### src/rtl/isa_io_responder.sv
// ISA I/O slave for the SM2201 board: decodes host I/O cycles at BASE_ADDR and
// sequences the data transceiver, back-end write strobes and read requests.
module isa_io_responder #(
    parameter logic [9:0] BASE_ADDR  = 10'h300,
    parameter int         WR_SETTLE  = 2,
    parameter int         RD_TIMEOUT = 255
) (
    input  logic       clk,
    input  logic       rst,
    input  logic [9:0] addr,
    input  logic       aen,
    input  logic       ior_n,
    input  logic       iow_n,
    input  logic [7:0] d_from_bus,
    output logic [7:0] d_to_bus,
    output logic       cs_n,
    output logic       dce,
    output logic       io_wait,
    output logic       wr_stb,
    output logic [2:0] wr_addr,
    output logic [7:0] wr_data,
    output logic       rd_req,
    output logic [2:0] rd_addr,
    input  logic [7:0] rd_data,
    input  logic       rd_ack,
    output logic       rd_timeout,
    output logic       short_wr
);

    localparam logic [7:0] WR_SETTLE_CNT  = 8'(WR_SETTLE);
    localparam logic [7:0] RD_TIMEOUT_CNT = 8'(RD_TIMEOUT);

    typedef enum logic [2:0] {
        ST_IDLE,
        ST_WR_SETTLE,
        ST_WR_HOLD,
        ST_RD_WAIT,
        ST_RD_DRIVE
    } state_t;

    state_t state_reg, state_next;

    // Strobe synchronizers: bit 0 = iow_n, bit 1 = ior_n
    logic [1:0] sync1_reg, sync2_reg;
    logic       iow_s, ior_s;

    always_ff @(posedge clk or posedge rst) begin
        if (rst) begin
            sync1_reg <= 2'b11;
            sync2_reg <= 2'b11;
        end else begin
            sync1_reg <= {ior_n, iow_n};
            sync2_reg <= sync1_reg;
        end
    end

    assign iow_s = sync2_reg[0];
    assign ior_s = sync2_reg[1];

    // The synchronizers reset to 1, so a strobe held low through reset would
    // otherwise look like a fresh cycle. Decoding is armed only once both
    // strobes have been genuinely sampled high after reset release.
    logic primed_reg, armed_reg;

    always_ff @(posedge clk or posedge rst) begin
        if (rst) begin
            primed_reg <= 1'b0;
            armed_reg  <= 1'b0;
        end else begin
            primed_reg <= 1'b1;
            if (primed_reg && (&sync1_reg) && (&sync2_reg)) begin
                armed_reg <= 1'b1;
            end
        end
    end

    logic hit;
    assign hit = !aen && (addr[9:3] == BASE_ADDR[9:3]);

    logic [7:0] cnt_reg, cnt_next;

    // State register
    always_ff @(posedge clk or posedge rst) begin
        if (rst) begin
            state_reg <= ST_IDLE;
        end else begin
            state_reg <= state_next;
        end
    end

    // Next-state logic
    always_comb begin
        state_next = state_reg;
        case (state_reg)
            ST_IDLE: begin
                if (armed_reg && hit && (iow_s != ior_s)) begin
                    state_next = !iow_s ? ST_WR_SETTLE : ST_RD_WAIT;
                end
            end
            ST_WR_SETTLE: begin
                if (iow_s) begin
                    state_next = ST_IDLE;
                end else if (cnt_reg == WR_SETTLE_CNT) begin
                    state_next = ST_WR_HOLD;
                end
            end
            ST_WR_HOLD: begin
                if (iow_s) begin
                    state_next = ST_IDLE;
                end
            end
            ST_RD_WAIT: begin
                // A host abort beats a late ack: the host is no longer reading.
                if (ior_s) begin
                    state_next = ST_IDLE;
                end else if (rd_ack || (cnt_reg == RD_TIMEOUT_CNT)) begin
                    state_next = ST_RD_DRIVE;
                end
            end
            ST_RD_DRIVE: begin
                if (ior_s) begin
                    state_next = ST_IDLE;
                end
            end
            default: state_next = ST_IDLE;
        endcase
    end

    logic       cs_n_next, dce_next, io_wait_next;
    logic       wr_stb_next, rd_req_next, rd_timeout_next, short_wr_next;
    logic [2:0] wr_addr_next, rd_addr_next;
    logic [7:0] wr_data_next, d_to_bus_next;

    // Output logic: everything is computed one edge ahead and registered
    always_comb begin
        cnt_next        = cnt_reg + 8'd1;
        wr_stb_next     = 1'b0;
        rd_req_next     = 1'b0;
        rd_timeout_next = 1'b0;
        short_wr_next   = 1'b0;
        wr_addr_next    = wr_addr;
        rd_addr_next    = rd_addr;
        wr_data_next    = wr_data;
        d_to_bus_next   = d_to_bus;

        case (state_reg)
            ST_IDLE: begin
                cnt_next = 8'd1;
                if (state_next == ST_WR_SETTLE) begin
                    wr_addr_next = addr[2:0];
                end else if (state_next == ST_RD_WAIT) begin
                    rd_addr_next = addr[2:0];
                    rd_req_next  = 1'b1;
                end
            end
            ST_WR_SETTLE: begin
                if (state_next == ST_IDLE) begin
                    short_wr_next = 1'b1;
                end else if (state_next == ST_WR_HOLD) begin
                    wr_stb_next  = 1'b1;
                    wr_data_next = d_from_bus;
                end
            end
            ST_RD_WAIT: begin
                if (state_next == ST_RD_DRIVE) begin
                    if (rd_ack) begin
                        d_to_bus_next = rd_data;
                    end else begin
                        d_to_bus_next   = 8'hFF;
                        rd_timeout_next = 1'b1;
                    end
                end
            end
            default: ;
        endcase

        cs_n_next    = !((state_next == ST_WR_SETTLE) || (state_next == ST_WR_HOLD) ||
                         (state_next == ST_RD_DRIVE));
        dce_next     = (state_next == ST_WR_SETTLE) || (state_next == ST_WR_HOLD);
        io_wait_next = (state_next == ST_RD_WAIT);
    end

    always_ff @(posedge clk or posedge rst) begin
        if (rst) begin
            cnt_reg    <= 8'd0;
            cs_n       <= 1'b1;
            dce        <= 1'b0;
            io_wait    <= 1'b0;
            d_to_bus   <= 8'd0;
            wr_data    <= 8'd0;
            wr_addr    <= 3'd0;
            rd_addr    <= 3'd0;
            wr_stb     <= 1'b0;
            rd_req     <= 1'b0;
            rd_timeout <= 1'b0;
            short_wr   <= 1'b0;
        end else begin
            cnt_reg    <= cnt_next;
            cs_n       <= cs_n_next;
            dce        <= dce_next;
            io_wait    <= io_wait_next;
            d_to_bus   <= d_to_bus_next;
            wr_data    <= wr_data_next;
            wr_addr    <= wr_addr_next;
            rd_addr    <= rd_addr_next;
            wr_stb     <= wr_stb_next;
            rd_req     <= rd_req_next;
            rd_timeout <= rd_timeout_next;
            short_wr   <= short_wr_next;
        end
    end

endmodule
### config.mk
export PLATFORM = sky130hd
export DESIGN_NAME = isa_io_responder
export DESIGN_NICKNAME = d
export VERILOG_FILES = /design/src/rtl/isa_io_responder.sv
export SDC_FILE = /design/constraint.sdc
export NUM_CORES = 1
export LEC_CHECK = 0
export CAP_MARGIN = 20
export CORE_MARGIN = 4
export CORE_UTILIZATION = 41
export DETAILED_ROUTE_END_ITERATION = 16
export GPL_TIMING_DRIVEN = 0
export PLACE_DENSITY_LB_ADDON = 0.2
export SYNTH_ARGS = -nofsm -noshare
export SYNTH_HDL_FRONTEND = slang
export SYNTH_SLANG_ARGS = --single-unit
### constraint.sdc
create_clock -name clk -period 1.8 [get_ports clk]
set_input_delay 0.54 -clock clk [delete_from_list [all_inputs] [get_ports clk]]
set_output_delay 0.54 -clock clk [all_outputs]
set_load 0.03 [all_outputs]
### Word level (Yosys, flattened, before mapping)

Index checks and enable logic that the tools add are counted.
Widths: inputs -> output; s select.

* word-level logic and storage cells: 72
* output and inout port bits: 29
* flip-flop bits (word level): 46
* input bits: 32

* eq/ne operators: 12
* reductions and logical operators: 18
* muxes and demuxes: 22
* bitwise logic cells: 2
* $add $sub $neg: 1

Operators by type and width (number)
* $mux 3: 7
* $mux 8: 2
* $pmux 3 s5: 1
* $eq 3x2->1 const B: 4
* $mux 1: 11
* $add 8x1->8 const B: 1
* $eq 8x2->1 const B: 1
* $eq 8x8->1 const B: 1
* $reduce_and 2->1: 4
* $eq 7x7->1 const B: 1
* $eq 3x1->1 const B: 2
* $eq 3x3->1 const B: 2
* $logic_not 3->1: 2
* $reduce_and 3->1: 2
* $logic_and 1x1->1: 5
* $logic_or 1x1->1: 3
* $logic_not 1->1: 2
* $mux 2: 1
* $not 1->1: 2
* $ne 1x1->1: 1

### Logic depth before layout (Yosys ltp)

* depth in word-level cells: 10
* gate-level depth with buffers: 6
* gate-level depth less buffers: 6

### Worst setup path after synthesis

Ideal clock, no wire load.

* kind: input to register
* start point: input addr[4]
* end point: register rd_addr[0]
* arrival: 2.034 ns
* required time: 1.675 ns
* buffers on the path: 1
* library setup time: 0.125 ns
* setup slack: -0.360 ns
* stages: 4
* cell sequence: or4b_1 > or4_4 > buf_6 > mux2_4

* cells in the longest elaborated chain, start to end: 9

RTL lines
* start, declared: line 10 `input logic [9:0] addr,`
* $eq 7x7->1 (*): line 78 `assign hit = !aen && (addr[9:3] == BASE_ADDR[9:3]);`
* $logic_and 1x1->1 (*): line 78
* $logic_and 1x1->1 (*) (2 in series): line 96 `if (armed_reg && hit && (iow_s != ior_s)) begin`
* $mux 3 (*): line 96
* $pmux 3 s5 (*): line 94 `case (state_reg)`
* $eq 3x1->1: line 149 `if (state_next == ST_WR_SETTLE) begin`
* $not 1->1 (no source line)
* $reduce_and 3->1 (no source line) (*)
* end signal, assigned: line 205 `rd_addr <= rd_addr_next;`
* end, declared: line 23 `output logic [2:0] rd_addr,`

Every way passes the cells marked *; elsewhere a longest branch is shown, timed or not.
A chain may end at the register's enable or synchronous reset.

### Final worst setup path

* start point: input addr[4]
* end point: register rd_addr[2]

Same word-level chain as after synthesis.

==> results.yml <==
cells_and_area:
  num_antenna_cells: 0
  final_common_cell: "dfrtp_1"
  multi_input_area_um2: 709
  final_cell_mix: "dfrtp_1, dlygate4sd2_1, clkdlybuf4s50_1"
  final_nets: 246
  drive_gt1_frac: 0.255
  num-fill-cells: 365
  area_growth_pct: 42.1
  regArea_um2: 1160
placed_design:
  dpl_worst_slack_ns: -0.748
  portBuffers: 60
  place_congestion: 0.776
  dp.final_hpwl_um: 2920
worst_setup_path:
  path_max_fanout: 5
  critPathKind: "in2reg"
  required_ns: 1.99
  worstSetupStartpointType: "input pin"
  crit_arrival_ns: 2.11
  end_kind: "flop"
  ff2ff_setup_slack_ns: -0.11
power:
  power.density_nw_per_um2: 692
  swShare: 0.231
  vdd_drop_max_uv: 445
  intPower_mw: 1.42
  power_frac_comb: 0.088
  power_frac_seq: 0.581
  design_power_total_mw: 1.84
  switchingPower_mw: 0.424
  clock_power_share: 0.331
  p_leak_nw: 1.30
timing:
  slew_viol_final: 0
  slew-limit-headroom: 0.382
  timing.final.crit_share: 1.07
  hold_viol: 0
  fmax_mhz: 521
  rsz0062_at_grt: "yes"
  setup_viol: 5
  fin_crit_ns: 1.92
  fin_skew_ns: 0.00904
  setup_ws_ns: -0.121
  worst_pin_slew_ns: 0.925
floorplanning:
  core_region_area_um2: 4380
  die_area_um2: 5710
  die_x_um: 75.6
  die_h_um: 75.6
  num_rows: 24
  start_util: 0.427
  io_pins: 61
grt:
  grt_antenna_before_repair: 0
  grt_overflow: 0
  grt.total_usage: 0.145
  grt_pass1_wl_um: 6200
  grt_max_degree: 47
  first_global_vias: 1395
routing:
  vias: 1355
  ant_nets: 0
  vias_per_cell: 5.13
  drtIter0Drc: 52
  wl_um: 3910
  drc_errors: 0
  drtPass1Iterations: 4
  post_drt_wl_per_cell_um: 14.8
logic_synthesis:
  synthCells: 141
  synth.distinct_cells: 38
  syn_nets: 176
  synth-seq-cells: 46
  syn_area_um2: 1870
  syn_avg_cell_area_um2: 13.3
  yosysWarnings: 0
  ys_seq_area_frac: 0.618
clocking:
  clockBufferDepth: 2
  htree_levels: 2
  insertion_delay_ns: 0.29
  cts_num_sinks: 46
  cts.clk_slew.worst_paths_ns: 0.09
  numCtsBuffers: 5
  clockRootBuffer: "clkbuf_8"
  cts_tree: "yes"
run_status:
  violations: "negative setup slack"
  outcome: "finished with violations"
run:
  max_cap_viol_count: 0
min_path:
  hold_path.class: "reg2reg"
==> layout make-up <==
type | count | area share
Multi-Input combinational cell | 83 | 0.267
Tap cell | 52 | 0.0245
Clock inverter | 3 | 0.00800
Timing Repair Buffer | 66 | 0.224
Inverter | 7 | 0.00988
Sequential cell | 46 | 0.436
Clock buffer | 5 | 0.0259
Buffer | 2 | 0.00564
==> cells by family (layout without fill, tap and decap cells) <==
family,Yosys count,count (layout),synth area share
AOI/OAI and AO/OA,17,17,0.0762
xor gates and xnor gates,6,6,0.0281
adders and majority gates,3,3,0.0201
buffers and inverters,12,83,0.0328
DFF,46,46,0.618
muxes,14,14,0.0902
other,1,1,0.00200
and+or+nand+nor,42,42,0.132
==> power groups by stage <==
stage                     clock network (mW)  registers, mW  logic, mW
after floorplan                            0           1.11     0.0427
after global placement                     0           1.09      0.166
after detailed placement                   0           1.09      0.171
after global routing                   0.683           1.07      0.176
after CTS                              0.634           1.07      0.162
final                                  0.609           1.07      0.161
==> routing by layer <==
layer / GRT usage / vias up / part of all wire
met1: 0.167 / 678 / 0.39
li1: - / 642 / -
met4: 0.0408 / 0 / 0.0097
met5: 0 / - / 0
met2: 0.266 / 31 / 0.54
met3: 0.0369 / 4 / 0.057
==> final timing paths <==
path	start	to	depth (start not counted)
hold / removal	sync1_reg[1]$_DFF_PP1_	sync2_reg[1]$_DFF_PP1_	0
min in group asynchronous	rst	state_reg[0]$_DFF_PP0_	2
max in group asynchronous	rst	state_reg[0]$_DFF_PP0_	2
hold reg to reg	sync1_reg[1]$_DFF_PP1_	sync2_reg[1]$_DFF_PP1_	0
setup / recovery	addr[4]	rd_addr[2]$_DFFE_PP0P_	4
setup reg to reg	state_reg[1]$_DFF_PP0_	rd_addr[2]$_DFFE_PP0P_	4
==> synth_stat cells, drive strengths merged <==
cell / number / share of area
nand2b: 1 / 0.0033
nand3b: 1 / 0.0040
o22a: 8 / 0.037
nor3: 3 / 0.0080
inv: 7 / 0.014
ha: 3 / 0.020
or4: 1 / 0.0060
o41a: 1 / 0.0060
dfstp: 5 / 0.070
nor2: 9 / 0.018
dfrtp: 41 / 0.55
nor4: 2 / 0.0067
a41o: 1 / 0.0053
or3b: 1 / 0.0047
and3: 1 / 0.0033
o211a: 1 / 0.0053
nor4b: 2 / 0.0094
nand4: 2 / 0.0067
nand3: 4 / 0.011
o211ai: 1 / 0.0040
clkbuf: 2 / 0.0040
buf: 3 / 0.015
a22oi: 1 / 0.0040
o31ai: 1 / 0.0040
o31a: 1 / 0.0047
mux2: 14 / 0.090
o21ai: 1 / 0.0027
and2: 2 / 0.0067
nand2: 8 / 0.016
xor2: 3 / 0.014
conb: 1 / 0.0020
xnor2: 3 / 0.014
nor4bb: 2 / 0.011
a21oi: 1 / 0.0027
or4b: 3 / 0.018
==> critical path: stages <==
cell and delay [ns]:
clkdlybuf4s15_1 0.17, or4b_4 0.51, or4_4 0.56, mux2_4 0.32
==> stage by stage <==
| stage | area (um2) | TNS [ns] | hold WS, ns | std cells | util |
|---|---|---|---|---|---|
| after floorplan | 1880 | -1.31 | 0.354 | 141 | - |
| after global placement | 2540 | -35.61 | 0.356 | 253 | 0.580 |
| after detailed placement | 2540 | -8.88 | 0.359 | 253 | 0.580 |
| after CTS | 2650 | -0.964 | 0.370 | 263 | 0.604 |
| after global routing | 2660 | -0.601 | 0.374 | 264 | 0.607 |
| final | 2660 | -0.461 | 0.369 | 264 | 0.607 |
==> what timing repair did <==
| action | CTS | global route |
|---|---|---|
| pin swaps | 5 | 3 |
| hold buffers | 0 | 0 |
| gates resized for setup | 44 | 14 |
| setup endpoints to repair | 57 | 27 |
| buffers inserted | 4 | 2 |
(Power assumes the default switching activity.)
